$ cat config.mk
export PLATFORM = sky130hd
export DESIGN_NAME = order_egress_serializer
export DESIGN_NICKNAME = d
export VERILOG_FILES = /design/src/rtl/hft_egress_pkg.sv /design/src/rtl/egress_pair_fifo.sv /design/src/rtl/order_egress_serializer.sv
export SDC_FILE = /design/constraint.sdc
export NUM_CORES = 2
export LEC_CHECK = 0
export BUFFER_PORTS_ARGS = -buffer_cell sky130_fd_sc_hd__buf_2
export CORE_ASPECT_RATIO = 1.4
export CORE_MARGIN = 1
export CORE_UTILIZATION = 50
export CTS_CLUSTER_SIZE = 25
export DETAILED_ROUTE_END_ITERATION = 8
export HOLD_SLACK_MARGIN = 0.12
export PLACE_DENSITY = 0.71
export SYNTH_ARGS = -nofsm -noshare
export SYNTH_HDL_FRONTEND = slang
export SYNTH_SLANG_ARGS = --single-unit
$ cat constraint.sdc
create_clock -name i_clk -period 20.7 [get_ports i_clk]
set_clock_uncertainty 0.15 [all_clocks]
set_input_delay 3.105 -clock i_clk [delete_from_list [all_inputs] [get_ports i_clk]]
set_output_delay 3.105 -clock i_clk [all_outputs]
set_load 0.05 [all_outputs]
$ cat src/rtl/hft_egress_pkg.sv
// Shared types for the quote-pair egress path: one message is MSG_WORDS words of REG_WIDTH bits.
// No logic, no latency.
// No flow control here; types only.
package hft_egress_pkg;

    localparam int REG_WIDTH = 32;
    localparam int MSG_WORDS = 9;
    localparam int IDX_W     = $clog2(MSG_WORDS);

    typedef logic [REG_WIDTH-1:0] word_t;

    // Word k occupies bits [k*REG_WIDTH +: REG_WIDTH], so the flat port bus casts directly.
    typedef word_t [MSG_WORDS-1:0] msg_t;

    typedef struct packed {
        msg_t buy;
        msg_t sell;
    } pair_t;

    typedef enum logic [1:0] {
        IDLE,
        SEND_BUY,
        SEND_SELL
    } egress_state_t;

endpackage

$ cat src/rtl/egress_pair_fifo.sv
// Message-pair FIFO with occupancy tracking; a push into a full FIFO succeeds when a pop shares the edge.
// Latency: a pushed pair is readable at the head one cycle after the write edge.
// Backpressure: a refused push is reported through o_accept = 0; contents are left untouched.
module egress_pair_fifo
    import hft_egress_pkg::*;
#(
    parameter int FIFO_DEPTH  = 4,
    parameter int AFULL_LEVEL = 3
) (
    input  logic                          i_clk,
    input  logic                          i_reset_n,
    input  logic                          i_push,
    input  pair_t                         i_pair,
    input  logic                          i_pop,
    output logic                          o_accept,
    output pair_t                         o_head,
    output word_t                         o_next_buy0,
    output logic                          o_empty,
    output logic                          o_almost_full,
    output logic [$clog2(FIFO_DEPTH):0]   o_occ
);

    localparam int PW    = $clog2(FIFO_DEPTH);
    localparam int OCC_W = PW + 1;
    localparam logic [OCC_W-1:0] FULL_OCC  = OCC_W'(FIFO_DEPTH);
    localparam logic [OCC_W-1:0] AFULL_OCC = OCC_W'(AFULL_LEVEL);

    pair_t             mem [FIFO_DEPTH];
    logic [PW-1:0]     wr_ptr_q, wr_ptr_d;
    logic [PW-1:0]     rd_ptr_q, rd_ptr_d;
    logic [PW-1:0]     rd_nxt;
    logic [OCC_W-1:0]  occ_q, occ_d;

    // When full, the write lands in the slot being popped; its old content is read before the edge.
    assign o_accept      = i_push & ((occ_q != FULL_OCC) | i_pop);
    assign rd_nxt        = rd_ptr_q + 1'b1;
    assign o_head        = mem[rd_ptr_q];
    assign o_next_buy0   = mem[rd_nxt].buy[0];
    assign o_empty       = (occ_q == '0);
    assign o_almost_full = (occ_q >= AFULL_OCC);
    assign o_occ         = occ_q;

    always_comb begin
        wr_ptr_d = o_accept ? wr_ptr_q + 1'b1 : wr_ptr_q;
        rd_ptr_d = i_pop    ? rd_nxt          : rd_ptr_q;
        unique case ({o_accept, i_pop})
            2'b10:   occ_d = occ_q + 1'b1;
            2'b01:   occ_d = occ_q - 1'b1;
            default: occ_d = occ_q;
        endcase
    end

    always_ff @(posedge i_clk) begin
        if (!i_reset_n) begin
            wr_ptr_q <= '0;
            rd_ptr_q <= '0;
            occ_q    <= '0;
        end else begin
            wr_ptr_q <= wr_ptr_d;
            rd_ptr_q <= rd_ptr_d;
            occ_q    <= occ_d;
        end
    end

    always_ff @(posedge i_clk) begin
        if (o_accept) begin
            mem[wr_ptr_q] <= i_pair;
        end
    end

endmodule

$ cat src/rtl/order_egress_serializer.sv
// Buffers quote pairs and streams them word-by-word (buy then sell, tlast per message); ORDER_EGRESS_STATS_EN adds counters.
// Latency: pair pushed into an empty FIFO at edge N is presented after edge N+1; pairs stream back-to-back.
// Backpressure: output regs hold under i_tready=0; pushes beyond FIFO_DEPTH are dropped with o_drop_pulse.
module order_egress_serializer
    import hft_egress_pkg::*;
#(
    parameter int FIFO_DEPTH  = 4,
    parameter int AFULL_LEVEL = 3
) (
    input  logic                           i_clk,
    input  logic                           i_reset_n,
    input  logic                           i_valid,
    input  logic [MSG_WORDS*REG_WIDTH-1:0] i_buy_words,
    input  logic [MSG_WORDS*REG_WIDTH-1:0] i_sell_words,
    output logic [REG_WIDTH-1:0]           o_tdata,
    output logic                           o_tvalid,
    output logic                           o_tlast,
    output logic                           o_tside,
    input  logic                           i_tready,
    output logic                           o_almost_full,
    output logic                           o_drop_pulse
`ifdef ORDER_EGRESS_STATS_EN
    ,
    output logic [31:0]                    o_pairs_sent,
    output logic [31:0]                    o_pairs_dropped
`endif
);

    localparam int OCC_W = $clog2(FIFO_DEPTH) + 1;
    localparam logic [IDX_W-1:0] LAST_IDX = IDX_W'(MSG_WORDS - 1);
    localparam logic             ONE_WORD = (MSG_WORDS == 1);

    egress_state_t     state_q, state_d;
    logic [IDX_W-1:0]  idx_q, idx_d;
    logic              tvalid_q, tvalid_d;
    logic              tlast_q, tlast_d;
    logic              tside_q, tside_d;
    word_t             tdata_q, tdata_d;
    logic              drop_q;

    pair_t             in_pair, head;
    word_t             next_buy0;
    logic              push_accept, fifo_empty, pop, hs, at_last;
    logic [OCC_W-1:0]  fifo_occ;

    assign in_pair = {i_buy_words, i_sell_words};
    assign hs      = tvalid_q & i_tready;
    assign at_last = (idx_q == LAST_IDX);
    assign pop     = hs & (state_q == SEND_SELL) & at_last;

    egress_pair_fifo #(
        .FIFO_DEPTH  (FIFO_DEPTH),
        .AFULL_LEVEL (AFULL_LEVEL)
    ) u_fifo (
        .i_clk         (i_clk),
        .i_reset_n     (i_reset_n),
        .i_push        (i_valid),
        .i_pair        (in_pair),
        .i_pop         (pop),
        .o_accept      (push_accept),
        .o_head        (head),
        .o_next_buy0   (next_buy0),
        .o_empty       (fifo_empty),
        .o_almost_full (o_almost_full),
        .o_occ         (fifo_occ)
    );

    // The output registers always hold the word addressed by state_q/idx_q.
    always_comb begin
        state_d  = state_q;
        idx_d    = idx_q;
        tvalid_d = tvalid_q;
        tdata_d  = tdata_q;
        tlast_d  = tlast_q;
        tside_d  = tside_q;
        unique case (state_q)
            IDLE: begin
                if (!fifo_empty) begin
                    state_d  = SEND_BUY;
                    idx_d    = '0;
                    tvalid_d = 1'b1;
                    tdata_d  = head.buy[0];
                    tlast_d  = ONE_WORD;
                    tside_d  = 1'b0;
                end
            end
            SEND_BUY: begin
                if (hs && at_last) begin
                    state_d = SEND_SELL;
                    idx_d   = '0;
                    tdata_d = head.sell[0];
                    tlast_d = ONE_WORD;
                    tside_d = 1'b1;
                end else if (hs) begin
                    idx_d   = idx_q + 1'b1;
                    tdata_d = head.buy[idx_d];
                    tlast_d = (idx_d == LAST_IDX);
                end
            end
            SEND_SELL: begin
                if (hs && at_last) begin
                    idx_d   = '0;
                    tlast_d = ONE_WORD;
                    tside_d = 1'b0;
                    // The pair arriving on this very edge is forwarded so the stream has no bubble.
                    if (fifo_occ > OCC_W'(1)) begin
                        state_d = SEND_BUY;
                        tdata_d = next_buy0;
                    end else if (push_accept) begin
                        state_d = SEND_BUY;
                        tdata_d = in_pair.buy[0];
                    end else begin
                        state_d  = IDLE;
                        tvalid_d = 1'b0;
                        tlast_d  = 1'b0;
                    end
                end else if (hs) begin
                    idx_d   = idx_q + 1'b1;
                    tdata_d = head.sell[idx_d];
                    tlast_d = (idx_d == LAST_IDX);
                end
            end
            default: begin
                state_d  = IDLE;
                tvalid_d = 1'b0;
            end
        endcase
    end

    always_ff @(posedge i_clk) begin
        if (!i_reset_n) begin
            state_q  <= IDLE;
            idx_q    <= '0;
            tvalid_q <= 1'b0;
            tdata_q  <= '0;
            tlast_q  <= 1'b0;
            tside_q  <= 1'b0;
            drop_q   <= 1'b0;
        end else begin
            state_q  <= state_d;
            idx_q    <= idx_d;
            tvalid_q <= tvalid_d;
            tdata_q  <= tdata_d;
            tlast_q  <= tlast_d;
            tside_q  <= tside_d;
            drop_q   <= i_valid & ~push_accept;
        end
    end

    assign o_tdata      = tdata_q;
    assign o_tvalid     = tvalid_q;
    assign o_tlast      = tlast_q;
    assign o_tside      = tside_q;
    assign o_drop_pulse = drop_q;

`ifdef ORDER_EGRESS_STATS_EN
    logic [31:0] sent_q, dropped_q;

    always_ff @(posedge i_clk) begin
        if (!i_reset_n) begin
            sent_q    <= '0;
            dropped_q <= '0;
        end else begin
            if (pop && (sent_q != '1)) begin
                sent_q <= sent_q + 32'd1;
            end
            if (i_valid && !push_accept && (dropped_q != '1)) begin
                dropped_q <= dropped_q + 32'd1;
            end
        end
    end

    assign o_pairs_sent    = sent_q;
    assign o_pairs_dropped = dropped_q;
`endif

endmodule

==> results_dict.tcl <==
set metrics [dict create \
    synthArstFlopShare 0 \
    dp.cells 7064 \
    crit_path_cell_trace "buf_2 > and4b_1 > nand3_4 > a31oi_1 > and2_4 > buf_4 > buf_4" \
    cts_buffers 209 \
    min_period_ns 7.61 \
    seq_area_frac_synth 0.767 \
    min_path_type "reg2reg" \
    design_area_um2 104000 \
    cp_data_arrival_time_ns 7.91 \
    synth-seq-cells 2355 \
    cts-hold-fix-buffers 0 \
    globalRouteOverflowTotal 0 \
    portBuffers 616 \
    clkTransAtPathRegs_ns 0.07 \
    p_per_area_nw_per_um2 102 \
    grt_max_degree 169 \
    required_ns 21.01 \
    design_power_total_w 0.0107 \
    num-fill-cells 13200 \
    status "complete, no violations" \
    vdd_drop_max_v 0.000102 \
    power_frac_comb 0.103 \
    synth_cell_type_count 80 \
    via_per_inst 6.36 \
    synth-edff-count 2304 \
    ant_nets 0 \
    cts.repair.resized 0 \
    yosysWarnings 0 \
    root_buffer "clkbuf_16" \
    die_y_um 508 \
    cts_tree "built" \
    worst_r2r_path_depth 6 \
    critPathKind "in2reg" \
    rsz0062_at_grt "no" \
    cp_slowest_cell "and2_4" \
    max_stage_delay_ns 1.00 \
    netlist_area_um2 91500 \
    via_count 48000 \
    leakagePower_nw 32.9 \
    grt_pass1_vias 47000 \
    clockPowerShare 0.373 \
    cts_sinks 2355 \
    syn_nets 4799 \
    ios 617 \
    hold_violations 0 \
    path_common_cell "buf_4" \
    whs_path_depth 2 \
    seqPwrFrac 0.524 \
    area_growth_syn_to_layout_pct 14.1 \
    fmax_mhz 131 \
    drtPass1Iterations 6 \
    netlist_instances 4202 \
    end_kind "register" \
    timing.final.max_slew_violations 0 \
    wl_um 257000 \
    die-width_um 364 \
    p_switching_w 0.00261 \
    fp-row-count 185 \
    clk_latency_ns 0.88 \
    antenna_found_initial 247 \
    die_area_um2 185000 \
    gp_congestion 0.871 \
    start_util 0.504 \
    postLayoutCoreUtil 0.574 \
    drt-wirelength-per-cell_um 34.1 \
    setup_violations 0 \
    internal_power_w 0.00804 \
    grt_usage 0.277 \
    grt_pass1_wl_um 356000 \
    worst_pin_slew_ns 1.35 \
    cts.path.max_buffers 3 \
    finalCritPeriodShare 0.367 \
    drc 0 \
    hpwl_um 166000 \
    synth_ff_type "edfxtp_1" \
    place_area_um2 97100 \
    worstSetupStartpointType "primary input" \
    tns_ns 0 \
    drive_gt1_frac 0.330 \
    drt_iter0_markers 6666 \
    syn_avg_cell_area_um2 21.8 \
    post-cts-setup-buffer-count 0 \
    h-tree-depth 4 \
    relSlewSlack 0.100 \
    layoutNonFillerInstCount 7540 \
    coreArea_um2 182000 \
    drv_cap 0 \
    swShare 0.245 \
    crit_fanout 66 \
    fin_nets 5441 \
]
[cell families after synthesis]
kind of cell / synth area share
compound gates: 0.0368
xor+xnor: 0.000943
fa+ha+maj: 0.00232
buf+inv: 0.0162
flops: 0.767
mux: 0.156
simple gates: 0.0202
[path summary, 6_finish.rpt]
path | start | slack [ns] | endpoint
hold reg to reg | o_tlast | 0.34 | o_tlast
hold / removal | o_tlast | 0.34 | o_tlast
setup / recovery | i_tready | 13.09 | u_fifo.mem[0][530]
setup reg to reg | idx_q[2] | 14.85 | u_fifo.mem[0][530]
[Yosys cell counts, types with 15 or more instances]
master | n | area (µm²)
nand2_1 | 165 | 619
buf_2 | 76 | 380
and2_1 | 15 | 93.8
edfxtp_1 | 2304 | 69200
mux4_2 | 614 | 13800
o211ai_1 | 36 | 270
o22ai_1 | 35 | 219
buf_4 | 42 | 315
a31oi_1 | 34 | 213
or3_1 | 31 | 194
mux2i_1 | 38 | 380
a21oi_1 | 117 | 586
buf_1 | 16 | 60.1
a22oi_1 | 132 | 991
dfxtp_1 | 51 | 1020
buf_6 | 18 | 203
a211oi_1 | 18 | 135
nand3_1 | 54 | 270
nor2_1 | 55 | 206
inv_1 | 17 | 63.8
ha_1 | 17 | 213
clkbuf_1 | 95 | 357
nor3_1 | 36 | 180
o21ai_0 | 28 | 140
[layer usage]
| metal | wire, µm | vias to the layer above | global-route usage |
|---|---|---|---|
| met5 | 1380 | - | 0 |
| met4 | 10200 | 222 | 0.0969 |
| met3 | 38000 | 705 | 0.123 |
| met2 | 118000 | 2942 | 0.414 |
| met1 | 89900 | 24800 | 0.363 |
| li1 | - | 19300 | - |
[placed cells by master, fill, tap and decap left out, types with 11 or more instances in the layout]
master / n
buf_12: 13
mux4_2: 614
a31oi_1: 34
a211oi_1: 15
a21o_1: 11
clkbuf_1: 39
a22oi_1: 132
mux2i_1: 38
a21oi_1: 117
nand2_1: 161
or3_1: 31
bufinv_16: 28
o211ai_1: 36
buf_4: 56
dfxtp_1: 46
nand3_1: 51
o21ai_0: 28
clkinv_2: 41
edfxtp_1: 2304
clkbuf_16: 210
diode_2: 91
nor3_1: 36
inv_1: 15
o221ai_1: 11
o22ai_1: 35
buf_2: 615
clkinv_1: 43
nor2_1: 52
ha_1: 14
[area by class of cell]
type | instances | area, µm² | area share
flip-flops and latches | 2355 | 70200 | 0.673
multi-input cells | 1575 | 20000 | 0.192
clock buffers | 249 | 5400 | 0.0517
repair buffers | 684 | 3760 | 0.0360
well taps | 2431 | 3040 | 0.0291
clock inverters | 136 | 1610 | 0.0154
diodes | 91 | 228 | 0.00218
inverters | 19 | 71.3 | 0.000683
[critical path: cells and delay by family]
kind,cells,cell delay (ns)
compound gates,1,0.77
buf+inv,3,1.88
simple gates,3,1.93
[power by group through the flow]
stage | Combinational [W] | Sequential (W) | Clock, W
finish | 0.00109 | 0.00558 | 0.00397
global route | 0.00113 | 0.00560 | 0.00417
CTS | 0.00108 | 0.00558 | 0.00402
detailed placement | 0.00108 | 0.00568 | 0
global placement | 0.00107 | 0.00566 | 0
floorplan | 0.000464 | 0.00589 | 0
[through the flow]
| step | worst slack [ns] | hold slack, ns |
|---|---|---|
| after floorplan | 2.57 | 0.342 |
| after global placement | 12.31 | 0.309 |
| after detailed placement | 12.30 | 0.324 |
| after CTS | 13.22 | 0.335 |
| after global routing | 12.96 | 0.364 |
| final | 13.09 | 0.337 |
[state kept, by name (all words and copies together), names as in the netlist, named ones only]
register,cells
u_fifo.rd_ptr_q,2
idx_q,4
u_fifo.o_occ,3
u_fifo.mem,2304
u_fifo.wr_ptr_q,2
o_tlast,1
o_tside,1
o_tvalid,1
o_tdata,32
o_drop_pulse,1
state_q,2
(Power assumes the default switching activity.)
